--- src/rtl/btbd_corre_pkg.sv ---
// Shared types and constants for the correlator window scheduler.
package btbd_corre_pkg;

    typedef enum logic [1:0] {
        IDLE     = 2'd0,
        WAIT_OFS = 2'd1,
        SEARCH   = 2'd2,
        HOLD     = 2'd3
    } state_t;

    localparam int SLOT_US = 625;
    localparam int SYNC_W  = 64;

endpackage

--- src/rtl/corre_arb.sv ---
// Requester arbiter for the correlator scheduler.
// CORRE_SCHED_RR_EN defined  : round-robin, pointer moves to granted index+1.
// CORRE_SCHED_RR_EN undefined: fixed priority, lowest index wins, no state.
module corre_arb #(
    parameter int NREQ = 3
) (
`ifdef CORRE_SCHED_RR_EN
    input  logic            clk_6M,
    input  logic            rstz,
    input  logic            adv,
`endif
    input  logic [NREQ-1:0] req,
    output logic [NREQ-1:0] gnt
);

`ifdef CORRE_SCHED_RR_EN
    localparam int PW = (NREQ > 1) ? $clog2(NREQ) : 1;

    logic [PW-1:0] ptr;
    logic [PW-1:0] ptr_nxt;

    // Scan from the far end back to ptr so the requester nearest ptr wins.
    always_comb begin
        int idx;
        idx     = 0;
        gnt     = '0;
        ptr_nxt = ptr;
        for (int i = NREQ - 1; i >= 0; i--) begin
            idx = (int'(ptr) + i) % NREQ;
            if (req[idx]) begin
                gnt      = '0;
                gnt[idx] = 1'b1;
                ptr_nxt  = PW'((idx + 1) % NREQ);
            end
        end
    end

    // Pointer only moves when the scheduler actually loads a grant.
    always_ff @(posedge clk_6M or negedge rstz) begin
        if (!rstz) begin
            ptr <= '0;
        end else if (adv) begin
            ptr <= ptr_nxt;
        end
    end
`else
    // Isolate the lowest set request bit.
    assign gnt = req & (~req + NREQ'(1));
`endif

endmodule

--- src/rtl/corre_window_sched.sv ---
// Correlator search-window scheduler: arbitrates requesters at slot start,
// waits the offset, opens the search window, reports hit or miss.
// Optional build macro: CORRE_SCHED_RR_EN (round-robin arbitration).
module corre_window_sched
    import btbd_corre_pkg::*;
#(
    parameter int NREQ  = 3,
    parameter int CNT_W = 10
) (
    input  logic                   clk_6M,
    input  logic                   rstz,
    input  logic                   p_1us,
    input  logic                   ms_tslot_p,
    input  logic [NREQ-1:0]        req,
    input  logic [NREQ*SYNC_W-1:0] req_sync,
    input  logic [CNT_W-1:0]       regi_winofs,
    input  logic [CNT_W-1:0]       regi_winlen,
    input  logic                   pscorr_trgp,
    output logic                   correWindow,
    output logic [SYNC_W-1:0]      ref_sync,
    output logic [NREQ-1:0]        grant,
    output logic                   hit_p,
    output logic                   miss_p
);

    state_t             state, state_n;
    logic [CNT_W-1:0]   cnt, cnt_n, cnt_inc;
    logic [CNT_W-1:0]   ofs_l, ofs_n, len_l, len_n;
    logic [NREQ-1:0]    grant_n, arb_gnt;
    logic [SYNC_W-1:0]  sync_n, arb_sync;
    logic               win_n, hit_n, miss_n;
    logic               req_lost, rearb, drop;

    function automatic logic [CNT_W-1:0] sat_inc(input logic [CNT_W-1:0] v);
        return (&v) ? v : v + CNT_W'(1);
    endfunction

`ifdef CORRE_SCHED_RR_EN
    logic adv;
    assign adv = rearb && (|req);

    corre_arb #(.NREQ(NREQ)) u_arb (
        .clk_6M (clk_6M),
        .rstz   (rstz),
        .adv    (adv),
        .req    (req),
        .gnt    (arb_gnt)
    );
`else
    corre_arb #(.NREQ(NREQ)) u_arb (
        .req    (req),
        .gnt    (arb_gnt)
    );
`endif

    // Sync word of the lane the arbiter would grant this cycle.
    always_comb begin
        arb_sync = '0;
        for (int k = 0; k < NREQ; k++) begin
            if (arb_gnt[k]) arb_sync = req_sync[k*SYNC_W +: SYNC_W];
        end
    end

    assign cnt_inc  = sat_inc(cnt);
    assign req_lost = (state != IDLE) && ((grant & req) == '0);

    // Next-state logic; drop and rearb are applied after the per-state decision.
    always_comb begin
        state_n = state;
        cnt_n   = cnt;
        ofs_n   = ofs_l;
        len_n   = len_l;
        grant_n = grant;
        sync_n  = ref_sync;
        win_n   = correWindow;
        hit_n   = 1'b0;
        miss_n  = 1'b0;
        rearb   = 1'b0;
        drop    = 1'b0;
        case (state)
            IDLE: begin
                rearb = ms_tslot_p;
            end
            WAIT_OFS: begin
                if (req_lost) begin
                    drop = 1'b1;
                end else if (ms_tslot_p) begin
                    miss_n = 1'b1;
                    rearb  = 1'b1;
                end else if (p_1us) begin
                    if (cnt_inc >= ofs_l) begin
                        cnt_n = '0;
                        if (len_l == '0) begin
                            miss_n = 1'b1;
                            drop   = 1'b1;
                        end else begin
                            win_n   = 1'b1;
                            state_n = SEARCH;
                        end
                    end else begin
                        cnt_n = cnt_inc;
                    end
                end
            end
            SEARCH: begin
                if (req_lost) begin
                    drop = 1'b1;
                end else if (pscorr_trgp) begin
                    hit_n   = 1'b1;
                    win_n   = 1'b0;
                    state_n = HOLD;
                end else if (ms_tslot_p) begin
                    miss_n = 1'b1;
                    win_n  = 1'b0;
                    rearb  = 1'b1;
                end else if (p_1us) begin
                    if (cnt == len_l - CNT_W'(1)) begin
                        miss_n = 1'b1;
                        drop   = 1'b1;
                    end else begin
                        cnt_n = cnt_inc;
                    end
                end
            end
            HOLD: begin
                if (req_lost) drop = 1'b1;
                else          rearb = ms_tslot_p;
            end
            default: drop = 1'b1;
        endcase
        if (drop) begin
            state_n = IDLE;
            grant_n = '0;
            sync_n  = '0;
            win_n   = 1'b0;
        end
        if (rearb) begin
            if (|req) begin
                state_n = WAIT_OFS;
                grant_n = arb_gnt;
                sync_n  = arb_sync;
                cnt_n   = '0;
                ofs_n   = regi_winofs;
                len_n   = regi_winlen;
            end else begin
                state_n = IDLE;
                grant_n = '0;
                sync_n  = '0;
            end
        end
    end

    // State, counter, latched window registers and registered outputs.
    always_ff @(posedge clk_6M or negedge rstz) begin
        if (!rstz) begin
            state       <= IDLE;
            cnt         <= '0;
            ofs_l       <= '0;
            len_l       <= '0;
            grant       <= '0;
            ref_sync    <= '0;
            correWindow <= 1'b0;
            hit_p       <= 1'b0;
            miss_p      <= 1'b0;
        end else begin
            state       <= state_n;
            cnt         <= cnt_n;
            ofs_l       <= ofs_n;
            len_l       <= len_n;
            grant       <= grant_n;
            ref_sync    <= sync_n;
            correWindow <= win_n;
            hit_p       <= hit_n;
            miss_p      <= miss_n;
        end
    end

endmodule
--- config.mk ---
export PLATFORM = sky130hd
export DESIGN_NAME = corre_window_sched
export DESIGN_NICKNAME = d
export VERILOG_FILES = /design/src/rtl/btbd_corre_pkg.sv /design/src/rtl/corre_arb.sv /design/src/rtl/corre_window_sched.sv
export SDC_FILE = /design/constraint.sdc
export NUM_CORES = 1
export LEC_CHECK = 0
export ABC_CLOCK_PERIOD_IN_PS = 3320
export BUFFER_PORTS_ARGS = -buffer_cell sky130_fd_sc_hd__clkbuf_2
export CORE_AREA = 5 5 126 128
export DETAILED_ROUTE_END_ITERATION = 7
export DIE_AREA = 0 0 131 133
export HOLD_SLACK_MARGIN = 0.06
export PLACE_DENSITY = 0.78
export SYNTH_ARGS = -nofsm -noshare
export SYNTH_HDL_FRONTEND = slang
export SYNTH_SLANG_ARGS = --single-unit
--- constraint.sdc ---
create_clock -name clk_6M -period 3.32 [get_ports clk_6M]
set_clock_uncertainty 0.05 [all_clocks]
set_input_delay 0.498 -clock clk_6M [delete_from_list [all_inputs] [get_ports clk_6M]]
set_output_delay 0.498 -clock clk_6M [all_outputs]
set_load 0.02 [all_outputs]
---- Word-level counts from Yosys, hierarchy flattened ----
Index checks and enable logic that the tools add are counted.
Widths: inputs -> output; s select.
word-level totals
  bits in registers ....................... 102
  latch bits .............................. 0
  memory bits (writable) .................. 0
  memory bits (read-only) ................. 0
  input bits .............................. 220
  output and inout port bits .............. 70
  word-level logic and storage cells ...... 117
  memories ................................ 0
operators by class
  add/sub/neg operators ................... 3
  multipliers ............................. 0
  div/mod/pow operators ................... 0
  magnitude comparators ................... 1
  equality and inequality tests ........... 18
  shifts and indexed selects .............. 0
  muxes and demuxes ....................... 70
  bitwise logic cells ..................... 3
  reduce and logical (&&, ||, !) cells .... 13
operator list
  operator               number
  $mux 64                6
  $mux 10                12
  $mux 1                 34
  $ne 4x4->1 const B     8
  $pmux 10 s2            1
  $mux 2                 9
  $ne 3x3->1 const B     6
  $reduce_and 8->1       2
  $add 10x1->10 const B  1
  $eq 10x10->1           1
  $ge 10x10->1           1
  $logic_not 10->1       1
  $reduce_and 10->1      1
  $sub 10x1->10 const B  1
  $mux 3                 3
  $and 3x3->3            2
  $eq 2x2->1 const B     2
  $pmux 1 s2             2
  $pmux 1 s4             1
  $pmux 2 s2             1
  $reduce_bool 2->1      2
  $reduce_bool 4->1      1
  $add 3x1->3 const B    1
  $logic_not 3->1        1
  other kinds (8)        8

---- Longest topological paths before layout ----
Gate-level depths: netlist of the first run.
  word-level depth ........................ 10
  mapped depth ............................ 18
  mapped depth without buffers ............ 15

---- By module ----
A second synthesis of the first run with hierarchy kept.
unflattened totals
  cells, all modules ...................... 692
  area, all modules ....................... 6088.3 sq um
modules (own cells, without submodules)
  module              instances  cells an instance  area each (sq um)
  corre_window_sched  1          689                6062.1
  corre_arb           1          3                  26.3

---- Worst setup path before layout of the first run ----
Ideal clock, no wire load.
  kind .................................... flip-flop to flip-flop
  start point ............................. reg cnt[0]
  end point ............................... reg ref_sync[58]
  library setup time ...................... 0.121 ns
  data arrival time ....................... 3.317 ns
  required time ........................... 3.149 ns
  path slack .............................. -0.168 ns
  stages on the path, launching flop included .. 18
  path buffers ............................ 2
  path through ............................ dfrtp_1 > ha_1 > and2_1 > nand3_1 > nor2_1 > nor2_1 > and3_1 > xnor2_1 > inv_1 > ha_1 > a41oi_1 > nor3b_1 > o211ai_1 > a31oi_2 > a21oi_2 > buf_6 > buf_6 > a22o_1
between the ends
  word-level cells in the longest chain between the ends .. 9
  elaborated cells between the ends (all ways) .. 16
  those cells by class .................... add/sub: 1; order compare: 1; eq/ne: 1; mux: 11; reduce/logical: 2
ends and longest elaborated chain
  item                                                       line                       text
  start: declaration                                         corre_window_sched.sv:27   logic [CNT_W-1:0] cnt, cnt_n, cnt_inc;
  start signal: assignment                                   corre_window_sched.sv:167  cnt <= cnt_n;
  $add 10x1->10 / $reduce_and 10->1 (equally long branches)  corre_window_sched.sv:35   return (&v) ? v : v + CNT_W'(1);
  $mux 10                                                    corre_window_sched.sv:35
  $ge 10x10->1                                               corre_window_sched.sv:91   if (cnt_inc >= ofs_l) begin
  $mux 1                                                     corre_window_sched.sv:91
  $mux 1                                                     corre_window_sched.sv:90   end else if (p_1us) begin
  $mux 1                                                     corre_window_sched.sv:87   end else if (ms_tslot_p) begin
  $mux 1                                                     corre_window_sched.sv:85   if (req_lost) begin
  $pmux 1 s3 *                                               corre_window_sched.sv:80   case (state)
  $reduce_bool 2->1 (no source line) *                       --
  end signal: assignment                                     corre_window_sched.sv:171  ref_sync <= sync_n;
  end: declaration                                           corre_window_sched.sv:20   output logic [SYNC_W-1:0] ref_sync,
Every way passes the cells marked *; elsewhere a longest branch is shown, timed or not.
A chain may end at the register's enable or synchronous reset.

---- Final worst setup path of the first run ----
  start point ............................. reg cnt[0]
  end point ............................... reg ref_sync[31]
The elaborated chain is that of the path after synthesis.

==> out/metrics.yaml, run 1 <==
clock_network:
  cts.sinks: 102
  path_clk_slew_ps: 80
  cts_tree: "yes"
  cts-root-buf: "clkbuf_16"
  clk_latency_ps: 350
  htree_levels: 3
  cts_inserted_buffers: 9
  clk_path_buf_depth: 2
final_layout:
  regArea_sq_mm: 0.00255
  drive_gt1_share_pct: 42.8
  fin_util_pct: 59.7
  instances_no_fill: 1179
  area_growth_pct: 42.3
  fill_cells: 1342
  multiInputGateArea_sq_mm: 0.00353
  stdcell_area_sq_mm: 0.00880
  finalNetCount: 1219
floorplan:
  coreArea_sq_mm: 0.0148
  die_w_um: 131
  die_y_um: 133
  ioPinCount: 290
  initial_utilization_pct: 41.9
  die_area_sq_mm: 0.0174
  num_rows: 45
run_status:
  status: "completed"
place:
  preCtsSetupSlack_ps: -137
  io_buffer_count: 289
  dpl_cell_area_sq_mm: 0.00805
  gp_congestion: 0.924
  dp_cells: 1145
  dp_hpwl_mm: 17.1
timing:
  fin_crit_ps: 3320
  min_period_over_period_pct: 100
  slew_violations: 0
  rsz0062_at_grt: "true"
  slew_headroom_pct: 48.1
  tightest_slew_ps: 779
  setup_viol: 0
  fin_ws_ps: 1.36
  fmax_mhz: 301
  finalHoldViolations: 0
  holdWs_ps: 172
setup_path:
  cp-end-kind: "flop"
  cp.required_ps: 3510
  worstPathMaxFanout: 6
  crit_path_start_kind: "flop"
  cp_data_arrival_time_ps: 3510
  setup.worst_path.class: "reg -> reg"
grt:
  grtUsageMet3_pct: 5.97
  grtUsageMet2_pct: 40.5
  grt_pass1_wl_mm: 33.4
  met1_usage_pct: 30.8
  grt_remaining_overflow: 0
  grt_max_degree: 72
  grt.busiest_layer: "met2"
  grt_usage_pct: 24.5
  antenna_found_initial: 4
  grt_pass1_vias: 6464
drt:
  routed_wl_mm: 23.2
  drt-initial-drc-count: 403
  final_antenna_net_count: 0
  vias: 6652
  first_pass_iters: 6
  drc_errors: 0
  drt-vias-per-instance: 5.64
  wl_per_cell_um: 19.7
synthesis:
  synth.distinct_cells: 64
  ys_seq_area_share_pct: 41.3
  synth_edf_count: 0
  syn_avg_cell_area_sq_um: 9.11
  syn_nets: 917
  yosys_warnings: 0
  synth-async-reset-ratio_pct: 100
  ys_ff_latch: 102
  syn_area_sq_mm: 0.00618
  syn_inst: 679
  ys.flop_type: "dfrtp_1"
power_and_ir_drop:
  p_leak_nw: 4.41
  power_density_mw_per_mm2: 802
  ir_worst_vdd_v: 0.000383
worst_hold_path:
  hp-class: "in -> async"
flow_run:
  maxCapViolations: 0
## worst paths after layout
check                                    start            to  slack (ps)  depth (start not counted)
min in group clk_6M             regi_winlen[0]      len_l[0]         300                          3
worst min-delay path                      rstz        cnt[9]         170                          1
worst max-delay path                    cnt[0]  ref_sync[31]           1                         15
max in group asynchronous                 rstz   ref_sync[5]        2310                          2
worst min register to register    ref_sync[60]  ref_sync[60]         460                          1
worst max register to register          cnt[0]  ref_sync[31]           1                         15
## cell usage in the layout (no fill, tap or decap), types with 10 or more instances in the layout
cell type  instances
a22oi_1           67
a21oi_1           12
o21ai_0           80
nor2_1            10
inv_1             19
nand3_1           15
nand2_1           98
ha_1              13
buf_4             47
dfrtp_1          102
clkbuf_16         14
mux2_2            10
a22o_1            66
clkbuf_2         287
## routing by layer
metal  share of wire, %  vias up
met5                  0        -
met4                3.5        0
met3                7.3       49
met2                 51      295
met1                 39     3170
li1                   -     3138
## repair_timing
item | 4_1_cts | 5_1_grt
setup endpoints to repair | 71 | 77
setup buffers | 0 | 5
hold buffers | 0 | 0
pin swaps | 2 | 61
cloned | 0 | 9
resized for setup | 4 | 39
## final cells by class
type | instances | share of cell area, %
Multi-Input combinational cell | 498 | 40.1
Clock buffer | 11 | 2.87
Tap cell | 188 | 2.67
Inverter | 21 | 0.896
Clock inverter | 5 | 0.725
Antenna cell | 5 | 0.142
Sequential cell | 102 | 29.0
Timing Repair Buffer | 349 | 23.6
## registers in the layout, indices dropped and copies added, names as in the netlist
signal and flops:
ofs_l 10, correWindow 1, hit_p 1, len_l 10, grant 3, cnt 10
state 2, ref_sync 64, miss_p 1
## cells by family after synthesis
kind of cell,synth area share [%]
AOI/OAI and AO/OA,31.6
xor gates and xnor gates,2.37
adders and majority gates,3.64
buffers and inverters,5.16
DFF,41.3
muxes,2.16
and+or+nand+nor,13.8
## where the power goes
| part | switching [mW] | internal, mW | leakage [nW] |
|---|---|---|---|
| sequential | 0.329 | 1.69 | 1.32 |
| combinational | 2.09 | 1.82 | 2.94 |
| clock | 0.492 | 0.633 | 0.153 |
| total | 2.91 | 4.15 | 4.41 |
## per-stage QoR
| step | TNS [ps] | total power [mW] |
|---|---|---|
| 2_1_floorplan | 0 | 4.11 |
| 3_3_place_gp | 0 | 5.13 |
| 3_5_place_dp | -1710 | 5.20 |
| 4_1_cts | 0 | 6.35 |
| 5_1_grt | -7460 | 7.48 |
| 6_report | 0 | 7.06 |
## critical path, stage by stage (launching register included)
cell and delay [ps]:
dfrtp_1 380, ha_2 190, and2_4 180, and2_1 160
nand3_2 80, mux2_4 330, ha_4 280, and4_4 210
nand2_1 70, o21ai_2 170, o211ai_1 140, a31oi_2 280
a21oi_4 120, clkbuf_16 190, clkbuf_16 160, a22o_1 210
## cell usage after synthesis (4+ instances only)
| cell | n | area share [%] |
|---|---|---|
| ha_1 | 18 | 3.6 |
| o21ai_0 | 81 | 6.6 |
| a22oi_1 | 68 | 8.3 |
| mux2_2 | 11 | 2.0 |
| nand2b_1 | 8 | 0.81 |
| inv_1 | 21 | 1.3 |
| nor2b_1 | 5 | 0.51 |
| a21oi_1 | 13 | 1.1 |
| xnor2_1 | 10 | 1.4 |
| or2_2 | 5 | 0.51 |
| dfrtp_1 | 102 | 41 |
| clkbuf_1 | 50 | 3.0 |
| a22o_1 | 66 | 9.3 |
| and3_1 | 6 | 0.61 |
| xor2_1 | 4 | 0.57 |
| nor3_1 | 6 | 0.49 |
| nor2_1 | 13 | 0.79 |
| nand2_1 | 98 | 5.9 |
| buf_1 | 5 | 0.30 |
| a21o_1 | 5 | 0.61 |
| nand3_1 | 17 | 1.4 |
(Power assumes the default switching activity.)
==> run 2: changes to the inputs <==
==> constraint.sdc (replaced) <==
create_clock -name clk_6M -period 3.32 [get_ports clk_6M]
set_clock_uncertainty 0.05 [all_clocks]
set_input_delay 0.166 -clock clk_6M [delete_from_list [all_inputs] [get_ports clk_6M]]
set_output_delay 0.166 -clock clk_6M [all_outputs]
set_load 0.02 [all_outputs]
==> out/metrics.yaml, run 2 (synthesis gave the netlist of run 1 again) <==
run_status:
  status: "finished, violations left"
  violations: "negative setup slack"
floorplan:
  die_y_um: 133  # unchanged
  coreArea_sq_mm: 0.0148  # unchanged
  die_w_um: 131  # unchanged
  ioPinCount: 290  # unchanged
  initial_utilization_pct: 41.9  # unchanged
  num_rows: 45  # unchanged
  die_area_sq_mm: 0.0174  # unchanged
flow_run:
  maxCapViolations: 0  # unchanged
grt:
  grtUsageMet2_pct: 40.4  # -0.11 points
  grt_remaining_overflow: 0  # unchanged
  grtUsageMet3_pct: 5.61  # -0.36 points
  met1_usage_pct: 31.3  # +0.51 points
  grt_usage_pct: 24.8  # +0.30 points
  grt_pass1_wl_mm: 33.9  # +1.5%
  grt_max_degree: 78  # +8.3%
  grt_pass1_vias: 6585  # +1.9%
  grt.busiest_layer: "met2"
  antenna_found_initial: 3  # -1
drt:
  final_antenna_net_count: 0  # unchanged
  wl_per_cell_um: 19.3  # -2.1%
  first_pass_iters: 5  # -1
  routed_wl_mm: 23.0  # -0.82%
  vias: 6659  # +0.11%
  drt-initial-drc-count: 410  # +1.7%
  drc_errors: 0  # unchanged
  drt-vias-per-instance: 5.58  # -1.2%
setup_path:
  setup.worst_path.class: "reg -> reg"
  regToRegSetupSlack_ps: -120  # -120 ps
  cpMaxStageDelayCell: "dfrtp_1"
  worstReg2RegStart: "cnt[0]"
  cp_slowest_stage_delay_ps: 380  # about the same
  rr_endpoint: "ref_sync[37]"
  cp-end-kind: "flop"
  crit_path_start_kind: "flop"
  cp_data_arrival_time_ps: 3630  # +120 ps
  cp.required_ps: 3510  # about the same
  path_cells: "ha_2, and2_4, and2_1, nand3_1, mux2_2, ha_1, and4_1, nor3b_2, o211ai_1, a31oi_2, a21oi_4, buf_12, clkbuf_16, a22o_1"
  worstPathMaxFanout: 7  # +1
  reg2reg_depth: 14  # -1
final_layout:
  finalNetCount: 1237  # +1.5%
  fill_cells: 1321  # -1.6%
  area_growth_pct: 44.7
  top_register: "ref_sync"
  drive_gt1_share_pct: 40.8  # -2.0 points
  largest_reg_flops: 64  # unchanged
  final_cell_mix: "clkbuf_2, dfrtp_1, nand2_1"
  multiInputGateArea_sq_mm: 0.00345  # -2.0%
  regArea_sq_mm: 0.00255  # unchanged
  layout_commonest_cell: "clkbuf_2"
  instances_no_fill: 1194  # +1.3%
place:
  gp_congestion: 0.961  # +4.0%
  dp_hpwl_mm: 17.1  # about the same
  dp_cells: 1140  # -0.44%
  io_buffer_count: 289  # unchanged
timing:
  min_period_over_period_pct: 104  # +3.6 points
  fmax_mhz: 291  # -3.5%
  rsz0062_at_grt: "true"
  slew_headroom_pct: 41.8  # -6.3 points
  slew_violations: 0  # unchanged
  tightest_slew_ps: 874  # +94.6 ps
  fin_ws_ps: -117  # -119 ps
  finalHoldViolations: 0  # unchanged
  setup_viol: 61  # +61
  fin_crit_ps: 3440  # +119 ps
power_and_ir_drop:
  ir_worst_vdd_v: 0.000410  # +7.0%
  p_total_mw: 7.07  # +0.19%
  power_density_mw_per_mm2: 790  # -1.4%
  p_leak_nw: 4.50  # +2.0%
clock_network:
  clk_path_buf_depth: 2  # unchanged
  htree_levels: 3  # unchanged
  cts.sinks: 102  # unchanged
  clk_latency_ps: 350  # about the same
  path_clk_slew_ps: 70  # about the same
  cts-root-buf: "clkbuf_16"
  cts_tree: "yes"
  cts_inserted_buffers: 9  # unchanged
worst_hold_path:
  min_to: "ref_sync[51]"
  hp-start: "req_sync[51]"
  hp-class: "in -> reg"
  hold_depth: 4
run 2: final cells by class:
cell class | instances | area share, %
multi-input combinational | 498 | 38.6
inverter | 21 | 0.881
tap | 188 | 2.63
clock inverter | 5 | 0.909
antenna | 3 | 0.0839
sequential | 102 | 28.5
timing repair buffer | 367 | 25.7
clock buffer | 10 | 2.67
run 2: where the power goes:
part	switching, mW	internal [mW]
Clock	0.474	0.679
Combinational	2.06	1.84
Sequential	0.324	1.69
Total	2.86	4.21
run 2: metal layers:
layer | part of all wire, % | up-vias | wire, um
met5 | 0 | - | 0
met2 | 50 | 302 | 11500
li1 | - | 3160 | -
met1 | 39 | 3142 | 9020
met4 | 3.5 | 0 | 795
met3 | 7.4 | 55 | 1700
run 2: worst max-delay path, delay by kind of cell, from the launching register on:
kind                     cells  cell delay (ps)
AND/OR/NAND/NOR              5              870
AO/OA/AOI/OAI                4              830
adder cells (fa/ha/maj)      2              500
flip-flops                   1              380
multiplexers                 1              350
buffers and inverters        2              340
run 2: timing repair:
| action | CTS | global route |
|---|---|---|
| hold buffers | 23 | 0 |
| setup buffers | 0 | 3 |
| resized for setup | 1 | 28 |
| hold endpoints to repair | 83 | 0 |
| setup endpoints to repair | 39 | 80 |
| cloned | 0 | 10 |
| pin swaps | 1 | 71 |
run 2: worst max-delay path by stage:
stage	start	to	depth (start not counted)	slack (ps)
floorplan	cnt[0]	state[1]	16	2
global placement	cnt[1]	cnt[3]	15	100
detailed placement	cnt[1]	ref_sync[4]	16	-2
CTS	cnt[1]	ref_sync[50]	14	-10
global route	cnt[0]	ref_sync[29]	17	-230
finish	cnt[0]	ref_sync[37]	14	-120
run 2: stage by stage:
step | TNS [ps] | worst slack (ps) | util, % | hold slack [ps] | cell area [sq um]
2_1_floorplan | 0 | 2.43 | - | -180 | 6220
3_3_place_gp | 0 | 101 | 54.3 | 265 | 8010
3_5_place_dp | -1.51 | -1.51 | 54.3 | 273 | 8010
4_1_cts | -58.2 | -10.5 | 58.1 | 77.4 | 8570
5_1_grt | -12880 | -225 | 60.7 | 107 | 8950
6_report | -5560 | -117 | 60.7 | 81.6 | 8950
